[src/rtl/phys_free_list.sv]
// Physical-register free list for rename: circular FIFO of free register numbers with a
// speculative head that rolls back to the committed head on mispredict. Define FREE_LIST_CHECK_EN for the integrity bitmap and sticky error_o.
module phys_free_list #(
    parameter int NUM_PHYS_REG = 32,
    parameter int NUM_ARCH_REG = 8
) (
    input  logic                            clk_i,
    input  logic                            reset_i,
    input  logic                            alloc_v_i,
    output logic                            alloc_ready_o,
    output logic [$clog2(NUM_PHYS_REG)-1:0] alloc_reg_o,
    input  logic                            commit_v_i,
    input  logic [$clog2(NUM_PHYS_REG)-1:0] commit_old_reg_i,
    input  logic                            mispredict_i,
    output logic [$clog2(NUM_PHYS_REG):0]   free_count_o,
    output logic                            error_o
);

    localparam int IW = $clog2(NUM_PHYS_REG);
    localparam int PW = IW + 1;

    typedef logic [PW-1:0] ptr_t;

    logic [IW-1:0] mem [NUM_PHYS_REG];
    ptr_t          spec_head;
    ptr_t          commit_head;
    ptr_t          tail;
    ptr_t          spec_head_nxt;
    ptr_t          commit_head_nxt;
    ptr_t          tail_nxt;
    logic          alloc_fire;

    assign free_count_o  = tail - spec_head;
    assign alloc_ready_o = (free_count_o != '0) && !mispredict_i;
    assign alloc_reg_o   = mem[spec_head[IW-1:0]];
    assign alloc_fire    = alloc_v_i && alloc_ready_o;

    // Each retirement consumes the oldest allocation, so commit_head tracks tail one-for-one.
    always_comb begin
        commit_head_nxt = commit_head + {{IW{1'b0}}, commit_v_i};
        tail_nxt        = tail + {{IW{1'b0}}, commit_v_i};
        if (mispredict_i) begin
            spec_head_nxt = commit_head_nxt;
        end else begin
            spec_head_nxt = spec_head + {{IW{1'b0}}, alloc_fire};
        end
    end

    always_ff @(posedge clk_i or posedge reset_i) begin
        if (reset_i) begin
            spec_head   <= '0;
            commit_head <= '0;
            tail        <= PW'(NUM_PHYS_REG - NUM_ARCH_REG);
        end else begin
            spec_head   <= spec_head_nxt;
            commit_head <= commit_head_nxt;
            tail        <= tail_nxt;
        end
    end

    always_ff @(posedge clk_i or posedge reset_i) begin
        if (reset_i) begin
            for (int i = 0; i < NUM_PHYS_REG; i++) begin
                mem[i] <= (i < NUM_PHYS_REG - NUM_ARCH_REG) ? IW'(NUM_ARCH_REG + i) : '0;
            end
        end else if (commit_v_i) begin
            mem[tail[IW-1:0]] <= commit_old_reg_i;
        end
    end

`ifdef FREE_LIST_CHECK_EN
    logic [NUM_PHYS_REG-1:0] in_list;
    logic [NUM_PHYS_REG-1:0] in_list_nxt;
    logic                    error_q;
    logic                    error_set;
    logic                    dup_commit;
    ptr_t                    window;
    logic [IW-1:0]           idx;
    logic [IW-1:0]           entry;

    // On mispredict the bitmap is rebuilt from the restored window, including this cycle's commit write.
    always_comb begin
        in_list_nxt = in_list;
        window      = tail_nxt - spec_head_nxt;
        idx         = '0;
        entry       = '0;
        if (alloc_fire) begin
            in_list_nxt[alloc_reg_o] = 1'b0;
        end
        if (commit_v_i) begin
            in_list_nxt[commit_old_reg_i] = 1'b1;
        end
        if (mispredict_i) begin
            in_list_nxt = '0;
            for (int k = 0; k < NUM_PHYS_REG; k++) begin
                idx   = spec_head_nxt[IW-1:0] + IW'(k);
                entry = (commit_v_i && (idx == tail[IW-1:0])) ? commit_old_reg_i : mem[idx];
                if (PW'(k) < window) begin
                    in_list_nxt[entry] = 1'b1;
                end
            end
        end
    end

    assign dup_commit = in_list[commit_old_reg_i] && !(alloc_fire && (alloc_reg_o == commit_old_reg_i));
    assign error_set  = (commit_v_i && (dup_commit || (commit_head == spec_head)))
                      || ((tail_nxt - spec_head_nxt) > PW'(NUM_PHYS_REG));

    always_ff @(posedge clk_i or posedge reset_i) begin
        if (reset_i) begin
            for (int i = 0; i < NUM_PHYS_REG; i++) begin
                in_list[i] <= (i >= NUM_ARCH_REG);
            end
            error_q <= 1'b0;
        end else begin
            in_list <= in_list_nxt;
            error_q <= error_q | error_set;
        end
    end

    assign error_o = error_q;
`else
    assign error_o = 1'b0;
`endif

endmodule

[config.mk]
export PLATFORM = sky130hd
export DESIGN_NAME = phys_free_list
export DESIGN_NICKNAME = d
export VERILOG_FILES = /design/src/rtl/phys_free_list.sv
export SDC_FILE = /design/constraint.sdc
export NUM_CORES = 1
export LEC_CHECK = 0
export ABC_AREA = 1
export CAP_MARGIN = 15
export CORE_MARGIN = 10
export CORE_UTILIZATION = 37
export CTS_CLUSTER_SIZE = 30
export DETAILED_ROUTE_END_ITERATION = 7
export HOLD_SLACK_MARGIN = 0.05
export SYNTH_ARGS = -nofsm -noshare
export SYNTH_HDL_FRONTEND = slang
export SYNTH_SLANG_ARGS = --single-unit
export TNS_END_PERCENT = 20
[constraint.sdc]
create_clock -name clk_i -period 5.42 [get_ports clk_i]
set_clock_uncertainty 0.05 [all_clocks]
set_input_delay 1.084 -clock clk_i [delete_from_list [all_inputs] [get_ports clk_i]]
set_output_delay 1.084 -clock clk_i [all_outputs]
set_load 0.01 [all_outputs]
==> results.sh, run 1 <==
export IMPL_layout_commonest_cell="nand2_1"
export IMPL_drive_gt1_frac=0.149
export IMPL_post_route_drc_count=0
export IMPL_antenna_found_initial=0
export IMPL_dr_total_vias=6739
export IMPL_cp_cell_sequence="buf_4 -> ha_1 -> fa_1 -> nand2_1 -> nor2_1 -> nand3_1 -> nor2_1 -> nand2_1 -> nand2_1 -> inv_1 -> clkdlybuf4s50_1"
export IMPL_syn_mean_instance_area_um2=8.32
export IMPL_cp_num_buf_inv=3
export IMPL_synth_seq_cells=178
export IMPL_crit_arrival_ps=3400
export IMPL_io_pin_count=23
export IMPL_viasPerCell=5.08
export IMPL_area_growth_pct=13.3
export IMPL_postCtsResizedCells=0
export IMPL_die_h_um=172
export IMPL_setup_viol=0
export IMPL_insertion_delay_ps=430
export IMPL_cts_tree="done"
export IMPL_synth_cell_types=31
export IMPL_ys_flop_type="dfrtp_1"
export IMPL_worst_path_most_repeated_cell="nand2_1"
export IMPL_setup_tns_ps=0
export IMPL_layout_common_cells="nand2_1 (371), o21ai_0 (147), dfrtp_1 (107)"
export IMPL_ir_drop_mv=0.372
export IMPL_ys_seq_area_frac=0.533
export IMPL_diodes=0
export IMPL_clockBufferDepth=2
export IMPL_numPortBuffers=21
export IMPL_min_path_type="reg -> reg"
export IMPL_cts_hold_buf=0
export IMPL_crit_path_start_kind="flip-flop"
export IMPL_cp_max_fo=49
export IMPL_clkPwrFrac=0.216
export IMPL_slew_viol_final=0
export IMPL_cts_buffers=17
export IMPL_wl_per_cell_um=17.1
export IMPL_tightestPinTransition_ps=1030
export IMPL_drtAntennaViolNets=0
export IMPL_dp_slack_ps=1340
export IMPL_fin_util=0.426
export IMPL_post_route_period_util=0.837
export IMPL_setup_slack_ps=885
export IMPL_h_tree_depth=4
export IMPL_p_per_area_nw_per_um2=653
export IMPL_p_int_mw=3.81
export IMPL_syn_inst=1025
export IMPL_dp_hpwl_um=14100
export IMPL_post_dp_cell_area_um2=9010
export IMPL_cts_setup_buffers=0
export IMPL_max_stage_delay_ps=710
export IMPL_wl_um=22700
export IMPL_cp_required_ps=4290
export IMPL_fp_row_count=55
export IMPL_firstDrtPassIters=5
export IMPL_clock_root_buffer="clkbuf_16"
export IMPL_clock_sinks=178
export IMPL_comb_power_share=0.391
export IMPL_routabilityCongestion=0.838
export IMPL_grt_pass1_vias=6563
export IMPL_cts_clk_slew_worst_paths_ps=60
export IMPL_grt_max_degree=179
export IMPL_cpMaxStageDelayCell="dfrtp_2"
export IMPL_holdWs_ps=424
export IMPL_async_reset_ff_frac=1.00
export IMPL_switchingPower_mw=2.50
export IMPL_grtUsageTotal=0.161
export IMPL_initial_core_util=0.376
export IMPL_slew_headroom=0.310
export IMPL_power_frac_seq=0.393
export IMPL_grt_remaining_overflow=0
export IMPL_synth_edf_count=0
export IMPL_fin_area_um2=9650
export IMPL_min_period_ps=4530
export IMPL_leakagePower_nw=4.24
export IMPL_dieWidth_um=172
export IMPL_synthesis_nets=1047
export IMPL_rsz0062_at_grt="false"
export IMPL_maxCapViolCount=0
export IMPL_finalHoldViolCount=0
export IMPL_swShare=0.396
export IMPL_worstSetupPathType="reg -> out"
export IMPL_core_um2=22600
export IMPL_final_nets=1051
export IMPL_endpoint_kind="output pin"
export IMPL_drt_initial_drc_count=647
export IMPL_die_area_um2=29500
export IMPL_fmax_mhz=221
export IMPL_grt_pass1_wl_um=37300
export IMPL_netlist_area_um2=8520
export IMPL_status="finished clean"
export IMPL_crit_family="buffers and inverters"
export IMPL_yosysWarnings=0
per-layer routing:
| metal | global-route usage | wire (µm) | part of all wire |
|---|---|---|---|
| met5 | 0 | 0 | 0 |
| met4 | 0.0390 | 238 | 0.010 |
| met3 | 0.0300 | 837 | 0.037 |
| met2 | 0.243 | 10300 | 0.46 |
| met1 | 0.233 | 11300 | 0.50 |
Yosys cell counts, types with 2 or more instances:
| master | n | area, µm² |
|---|---|---|
| buf_2 | 4 | 20.0 |
| buf_1 | 2 | 7.51 |
| xnor2_1 | 2 | 17.5 |
| dfstp_2 | 70 | 1840 |
| nor3_1 | 2 | 10.0 |
| o211ai_1 | 15 | 113 |
| nand2_2 | 24 | 150 |
| o21ai_1 | 11 | 55.1 |
| a21oi_1 | 32 | 160 |
| buf_4 | 2 | 15.0 |
| ha_1 | 11 | 138 |
| o21a_1 | 3 | 22.5 |
| clkbuf_1 | 39 | 146 |
| nor3_2 | 5 | 50.1 |
| nand2_1 | 371 | 1390 |
| inv_2 | 6 | 22.5 |
| nand4_1 | 2 | 12.5 |
| dfrtp_1 | 108 | 2700 |
| nor3_4 | 4 | 65.1 |
| o21ai_0 | 147 | 736 |
| inv_1 | 35 | 131 |
| nand3_1 | 86 | 430 |
| xor2_1 | 7 | 61.3 |
| nor2_1 | 19 | 71.3 |
| a21boi_0 | 12 | 90.1 |
worst paths after layout:
kind                                   startpoint                      to  slack (ps)  cells after the start
max                        spec_head[0]$_DFF_PP0_           alloc_ready_o         890                     11
min                           mem[61]$_DFFE_PP1P_     mem[61]$_DFFE_PP1P_         420                      2
max reg2reg                spec_head[0]$_DFF_PP0_  spec_head[5]$_DFF_PP0_        1960                     16
min reg2reg                   mem[61]$_DFFE_PP1P_     mem[61]$_DFFE_PP1P_         420                      2
max in group asynchronous                 reset_i  spec_head[0]$_DFF_PP0_        3350                      3
min in group asynchronous                 reset_i     mem[75]$_DFFE_PP0P_        1150                      3
through the flow:
stage	total power, mW	std cells
after global routing	6.80	1327
after floorplan	4.07	1025
final	6.31	1327
after detailed placement	4.94	1295
after CTS	6.33	1327
after global placement	4.91	1295
sequential cells by signal, summed over array words and instances, names as in the netlist:
signal and count:
commit_head 6, mem 160, spec_head 6, tail 6
worst register-to-register path, delay by kind of cell (launching register included):
kind                       cells  cell delay (ps)
and+or+nand+nor               10              770
xor gates and xnor gates       1              150
adders and majority gates      3              950
buffers and inverters          1              580
AOI/OAI and AO/OA              1              150
DFF                            1              710
final cells by class:
| class | count | area, µm² |
|---|---|---|
| Timing Repair Buffer | 32 | 318 |
| Inverter | 41 | 158 |
| Sequential cell | 178 | 4540 |
| Clock inverter | 13 | 208 |
| Fill cell | 2259 | 13000 |
| Clock buffer | 19 | 433 |
| Multi-Input combinational cell | 759 | 3640 |
| Tap cell | 285 | 357 |
kinds of logic after synthesis:
| logic type | Yosys count | synth area share |
|---|---|---|
| simple gates | 517 | 0.261 |
| compound gates | 220 | 0.138 |
| flops | 178 | 0.533 |
| buf+inv | 88 | 0.0402 |
| fa+ha+maj | 12 | 0.0185 |
| xor+xnor | 9 | 0.00925 |
| other cells | 1 | 0.000440 |
power groups by stage:
stage	clock network, mW	registers, mW	logic (mW)
after global placement	0	2.48	2.42
after CTS	1.38	2.47	2.47
after global routing	1.43	2.56	2.81
final	1.36	2.48	2.47
after detailed placement	0	2.48	2.46
after floorplan	0	2.33	1.74
(Power assumes the default switching activity.)
==> inputs of run 2 (changes only) <==
==> constraint.sdc (replaced) <==
create_clock -name clk_i -period 4.3 [get_ports clk_i]
set_clock_uncertainty 0.05 [all_clocks]
set_input_delay 0.86 -clock clk_i [delete_from_list [all_inputs] [get_ports clk_i]]
set_output_delay 0.86 -clock clk_i [all_outputs]
set_load 0.01 [all_outputs]
==> results.sh, run 2 (synthesis gave the netlist of run 1 again) <==
export IMPL_status="finished clean"
export IMPL_min_period_ps=3750
export IMPL_layout_commonest_cell="nand2_1"
export IMPL_core_um2=22600
export IMPL_viasPerCell=5.19
export IMPL_grt_max_degree=87
export IMPL_crit_family="buffers and inverters"
export IMPL_min_path_type="reg -> reg"
export IMPL_largest_reg_flops=160
export IMPL_area_growth_pct=13.7
export IMPL_fin_util=0.428
export IMPL_cts_buffers=17
export IMPL_firstDrtPassIters=5
export IMPL_ir_drop_mv=0.670
export IMPL_final_nets=1058
export IMPL_drt_initial_drc_count=561
export IMPL_seqCellArea_um2=4540
export IMPL_cp_required_ps=3390
export IMPL_worst_path_most_repeated_cell="nand2_1"
export IMPL_die_area_um2=29500
export IMPL_cpMaxStageDelayCell="inv_1"
export IMPL_rsz0062_at_grt="false"
export IMPL_maxCapViolCount=0
export IMPL_post_dp_cell_area_um2=9060
export IMPL_slew_headroom=0.217
export IMPL_drive_gt1_frac=0.154
export IMPL_hold_path_depth=2
export IMPL_min_from="mem[61]$_DFFE_PP1P_"
export IMPL_timing_rr_start="spec_head[1]$_DFF_PP0_"
export IMPL_clockBufferDepth=2
export IMPL_drtAntennaViolNets=0
export IMPL_wl_um=22600
export IMPL_cts_clk_slew_worst_paths_ps=70
export IMPL_post_route_drc_count=0
export IMPL_wl_per_cell_um=16.9
export IMPL_fin_area_um2=9690
export IMPL_numPortBuffers=21
export IMPL_max_stage_delay_ps=570
export IMPL_grt_pass1_wl_um=37100
export IMPL_p_per_area_nw_per_um2=813
export IMPL_initial_core_util=0.376
export IMPL_clock_root_buffer="clkbuf_16"
export IMPL_tightestPinTransition_ps=1170
export IMPL_crit_arrival_ps=2840
export IMPL_cts_hold_buf=0
export IMPL_die_h_um=172
export IMPL_antenna_found_initial=0
export IMPL_routabilityCongestion=0.859
export IMPL_dp_hpwl_um=14600
export IMPL_postCtsResizedCells=0
export IMPL_diodes=0
export IMPL_cts_setup_buffers=0
export IMPL_top_register="mem"
export IMPL_multi_input_area_um2=3640
export IMPL_setup_tns_ps=0
export IMPL_io_pin_count=23
export IMPL_fp_row_count=55
export IMPL_finalHoldViolCount=0
export IMPL_worstReg2RegEnd="spec_head[5]$_DFF_PP0_"
export IMPL_grtUsageTotal=0.160
export IMPL_clock_sinks=178
export IMPL_holdWs_ps=424
export IMPL_slew_viol_final=0
export IMPL_grt_remaining_overflow=0
export IMPL_grt_pass1_vias=6723
export IMPL_dr_total_vias=6929
export IMPL_endpoint_kind="output pin"
export IMPL_fmax_mhz=267
export IMPL_reg2reg_slack_ps=1480
export IMPL_h_tree_depth=4
export IMPL_cts_tree="done"
export IMPL_insertion_delay_ps=430
export IMPL_cp_num_cells=12
export IMPL_fill_cells=2263
export IMPL_cp_num_buf_inv=3
export IMPL_worstRegToRegCells=17
export IMPL_leakagePower_nw=4.27
export IMPL_post_route_period_util=0.871
export IMPL_dieWidth_um=172
export IMPL_setup_viol=0
export IMPL_cp_max_fo=21
export IMPL_cp_cell_sequence="inv_1 -> ha_1 -> nand2_1 -> nor2_1 -> nand2_1 -> nand3_1 -> nand2_1 -> nand2_1 -> nand2_1 -> nand2_1 -> inv_1 -> clkdlybuf4s50_1"
export IMPL_whs_endpoint="mem[61]$_DFFE_PP1P_"
export IMPL_layout_common_cells="nand2_1 (371), o21ai_0 (147), dfrtp_1 (107)"
export IMPL_crit_path_start_kind="flip-flop"
export IMPL_worstSetupPathType="reg -> out"
==> run 2: cell types whose count changed in the layout (fill, tap and decap cells not counted) <==
cell / previous run / this run
clkbuf_8: 0 / 1
clkinvlp_4: 5 / 3
bufinv_16: 5 / 3
clkinv_4: 0 / 4
buf_4: 9 / 15
buf_16: 0 / 1
inv_6: 2 / 1
==> run 2: through the flow <==
stage	std cells	power (mW)	setup WS, ps
final	1334	7.88	555
after global routing	1334	8.51	386
after CTS	1333	7.90	510
after detailed placement	1301	6.26	973
after global placement	1301	6.21	1010
after floorplan	1025	5.13	1170
==> run 2: how the worst max path moves through the flow <==
| stage | slack (ps) | from | to |
|---|---|---|---|
| 2_1_floorplan | 1170 | reset_i | commit_head[0]$_DFF_PP0_ |
| 3_3_place_gp | 1010 | spec_head[1]$_DFF_PP0_ | alloc_ready_o |
| 3_5_place_dp | 970 | spec_head[2]$_DFF_PP0_ | alloc_ready_o |
| 4_1_cts | 510 | spec_head[2]$_DFF_PP0_ | alloc_ready_o |
| 5_1_grt | 390 | spec_head[1]$_DFF_PP0_ | alloc_ready_o |
| 6_report | 550 | spec_head[1]$_DFF_PP0_ | alloc_ready_o |
==> run 2: routing by layer <==
metal / vias up / wire [µm] / global-route usage
met2: 149 / 10200 / 0.247
met5: - / 0 / 0
met1: 3357 / 10900 / 0.225
met4: 0 / 427 / 0.0532
met3: 26 / 973 / 0.0259
li1: 3397 / - / -
==> run 2: report_power, final <==
group | internal [mW] | switching [mW]
Sequential | 2.60 | 0.437
Combinational | 1.20 | 2.02
Clock | 0.934 | 0.692
Total | 4.73 | 3.15
==> run 2: worst reg2reg max path, cell delays in order (launching register included) <==
cell and delay, ps:
dfrtp_1 370, inv_1 570, ha_1 370, nand2_1 70, nor2_1 50, nand2_1 70
nand3_1 70, nand2_1 60, nand2_1 60, nand2_1 70, nand2_1 60, nor2_1 100
ha_1 180, nand2_1 80, nor2_1 140, nand2_1 80, xor2_1 150, o21ai_0 140
==> run 2: cell type report <==
cell class              count  share of cell area
well taps                 285              0.0368
clock inverters            12              0.0164
repair buffers             39              0.0403
clock buffers              20              0.0461
inverters                  41              0.0163
multi-input cells         759               0.375
flip-flops and latches    178               0.469
==> inputs of run 3 (changes only) <==
--- a/config.mk
+++ b/config.mk
@@ -7,11 +7,13 @@
 export LEC_CHECK = 0
 export ABC_AREA = 1
 export CAP_MARGIN = 15
+export CORE_ASPECT_RATIO = 1.4
 export CORE_MARGIN = 10
-export CORE_UTILIZATION = 37
+export CORE_UTILIZATION = 60
 export CTS_CLUSTER_SIZE = 30
 export DETAILED_ROUTE_END_ITERATION = 7
 export HOLD_SLACK_MARGIN = 0.05
+export PLACE_DENSITY = 0.78
 export SYNTH_ARGS = -nofsm -noshare
 export SYNTH_HDL_FRONTEND = slang
 export SYNTH_SLANG_ARGS = --single-unit
==> constraint.sdc (replaced) <==
create_clock -name clk_i -period 3.9 [get_ports clk_i]
set_clock_uncertainty 0.05 [all_clocks]
set_input_delay 0.78 -clock clk_i [delete_from_list [all_inputs] [get_ports clk_i]]
set_output_delay 0.78 -clock clk_i [all_outputs]
set_load 0.01 [all_outputs]
==> results.sh, run 3 (synthesis gave the netlist of run 1 again) <==
export IMPL_slew_viol_final=0
export IMPL_clock_root_buffer="clkbuf_16"
export IMPL_clock_sinks=178
export IMPL_dp_slack_ps=685
export IMPL_worstReg2RegEnd="spec_head[5]$_DFF_PP0_"
export IMPL_fin_area_um2=9530
export IMPL_tightestPinTransition_ps=1110
export IMPL_insertion_delay_ps=440
export IMPL_cts_clk_slew_worst_paths_ps=70
export IMPL_fin_util=0.685
export IMPL_reg2reg_slack_ps=1070
export IMPL_fill_cells=1159
export IMPL_worstRegToRegCells=17
export IMPL_swShare=0.407
export IMPL_firstDrtPassIters=6
export IMPL_rsz0062_at_grt="false"
export IMPL_die_h_um=161
export IMPL_cpMaxStageDelayCell="dfrtp_2"
export IMPL_switchingPower_mw=3.53
export IMPL_fp_row_count=51
export IMPL_worstSetupPathType="reg -> out"
export IMPL_grt_pass1_vias=6837
export IMPL_wl_per_cell_um=18.1
export IMPL_io_pin_count=23
export IMPL_initial_core_util=0.613
export IMPL_h_tree_depth=4
export IMPL_wl_um=22300
export IMPL_cp_cell_sequence="inv_2 -> buf_12 -> nand2_1 -> nand2_1 -> a21oi_1 -> o211ai_1 -> nand3_1 -> nand2_1 -> clkdlybuf4s50_1"
export IMPL_largest_reg_flops=160
export IMPL_fmax_mhz=268
export IMPL_post_route_drc_count=0
export IMPL_p_per_area_nw_per_um2=911
export IMPL_ir_drop_mv=0.788
export IMPL_drt_initial_drc_count=693
export IMPL_post_route_period_util=0.956
export IMPL_dp_hpwl_um=14900
export IMPL_worst_path_most_repeated_cell="nand2_1"
export IMPL_die_area_um2=19400
export IMPL_endpoint_kind="output pin"
export IMPL_setup_tns_ps=0
export IMPL_cts_tree="done"
export IMPL_routabilityCongestion=1.02
export IMPL_top_register="mem"
export IMPL_critPathLaunch="spec_head[0]$_DFF_PP0_"
export IMPL_numPortBuffers=21
export IMPL_comb_power_share=0.405
export IMPL_critPathCapture="alloc_reg_o[3]"
export IMPL_setup_viol=0
export IMPL_drive_gt1_frac=0.155
export IMPL_setup_slack_ps=173
export IMPL_grt_max_degree=114
export IMPL_dr_total_vias=7156
export IMPL_grt_pass1_wl_um=36700
export IMPL_status="finished clean"
export IMPL_min_period_ps=3730
export IMPL_grtUsageTotal=0.240
export IMPL_clkPwrFrac=0.197
export IMPL_cp_required_ps=3070
export IMPL_leakagePower_nw=4.24
export IMPL_layout_common_cells="nand2_1 (371), o21ai_0 (147), dfrtp_1 (106)"
export IMPL_max_stage_delay_ps=570
export IMPL_timing_rr_start="spec_head[0]$_DFF_PP0_"
export IMPL_cts_buffers=17
export IMPL_final_nets=1056
export IMPL_p_int_mw=5.16
export IMPL_post_dp_cell_area_um2=8950
export IMPL_layout_commonest_cell="nand2_1"
export IMPL_finalHoldViolCount=0
export IMPL_crit_arrival_ps=2900
export IMPL_maxCapViolCount=0
export IMPL_antenna_found_initial=0
export IMPL_grt_remaining_overflow=0
export IMPL_core_um2=13900
export IMPL_clockBufferDepth=2
export IMPL_min_path_type="reg -> reg"
export IMPL_dieWidth_um=121
export IMPL_diodes=0
export IMPL_crit_path_start_kind="flip-flop"
export IMPL_area_growth_pct=11.9
export IMPL_slew_headroom=0.260
export IMPL_viasPerCell=5.81
export IMPL_power_frac_seq=0.398
export IMPL_cts_hold_buf=0
export IMPL_cp_max_fo=39
export IMPL_drtAntennaViolNets=0
==> run 3: cell types whose count changed in the layout (fill, tap and decap cells not counted) <==
| cell | delta |
|---|---|
| buf_12 | +2 |
| buf_16 | -1 |
| buf_4 | -3 |
| bufinv_16 | -1 |
| clkbuf_1 | -1 |
| clkbuf_8 | -1 |
| clkinv_4 | -3 |
| clkinvlp_4 | +2 |
| dfrtp_1 | -1 |
| dfrtp_2 | +1 |
| inv_6 | +4 |
==> run 3: worst min-delay path by stage <==
stage | endpoint | startpoint | slack, ps | cells past startpoint
final | mem[60]$_DFFE_PP1P_ | mem[60]$_DFFE_PP1P_ | 430 | 2
after global routing | mem[46]$_DFFE_PP1P_ | mem[46]$_DFFE_PP1P_ | 430 | 2
after floorplan | commit_head[5]$_DFF_PP0_ | commit_head[5]$_DFF_PP0_ | 390 | 1
after CTS | mem[46]$_DFFE_PP1P_ | mem[46]$_DFFE_PP1P_ | 430 | 2
after detailed placement | mem[46]$_DFFE_PP1P_ | mem[46]$_DFFE_PP1P_ | 420 | 2
after global placement | mem[85]$_DFFE_PP0P_ | mem[85]$_DFFE_PP0P_ | 410 | 2
==> run 3: per-stage QoR <==
stage                     instances  hold WS (ps)  power [mW]
after global placement         1200           410        6.85
after floorplan                1025           394        5.65
after global routing           1232           431        9.33
after detailed placement       1200           416        6.94
after CTS                      1232           425        8.67
final                          1232           426        8.69
==> run 3: area by class of cell <==
class | count | area, µm² | area share
sequential | 178 | 4540 | 0.477
multi-input combinational | 759 | 3640 | 0.382
clock buffer | 18 | 429 | 0.0450
timing repair buffer | 37 | 380 | 0.0399
tap | 185 | 231 | 0.0243
inverter | 41 | 158 | 0.0165
clock inverter | 14 | 153 | 0.0160
==> run 3: layer usage <==
metal  global-route usage  up-vias  part of all wire
met4               0.0957        0             0.033
li1                     -     3390                 -
met5                    0        -                 0
met2                0.383      304              0.49
met1                0.313     3408              0.41
met3               0.0457       54             0.069
==> run 3: what timing repair did <==
item,4_1_cts,5_1_grt
setup buffers,0,0
endpoints found under the setup margin,0,1
gates resized for setup,0,1
==> run 3: worst max-delay path: cells and delay by family (launching register included) <==
kind	cells	cell delay, ps
buffers and inverters	3	1210
AND/OR/NAND/NOR	4	410
AO/OA/AOI/OAI	2	220
flip-flops	1	570
==> run 3: power by group through the flow <==
stage	registers [mW]	logic [mW]	clock network [mW]
detailed placement	3.46	3.49	0
CTS	3.44	3.51	1.71
global route	3.56	3.96	1.80
floorplan	3.24	2.41	0
global placement	3.44	3.41	0
finish	3.46	3.52	1.71
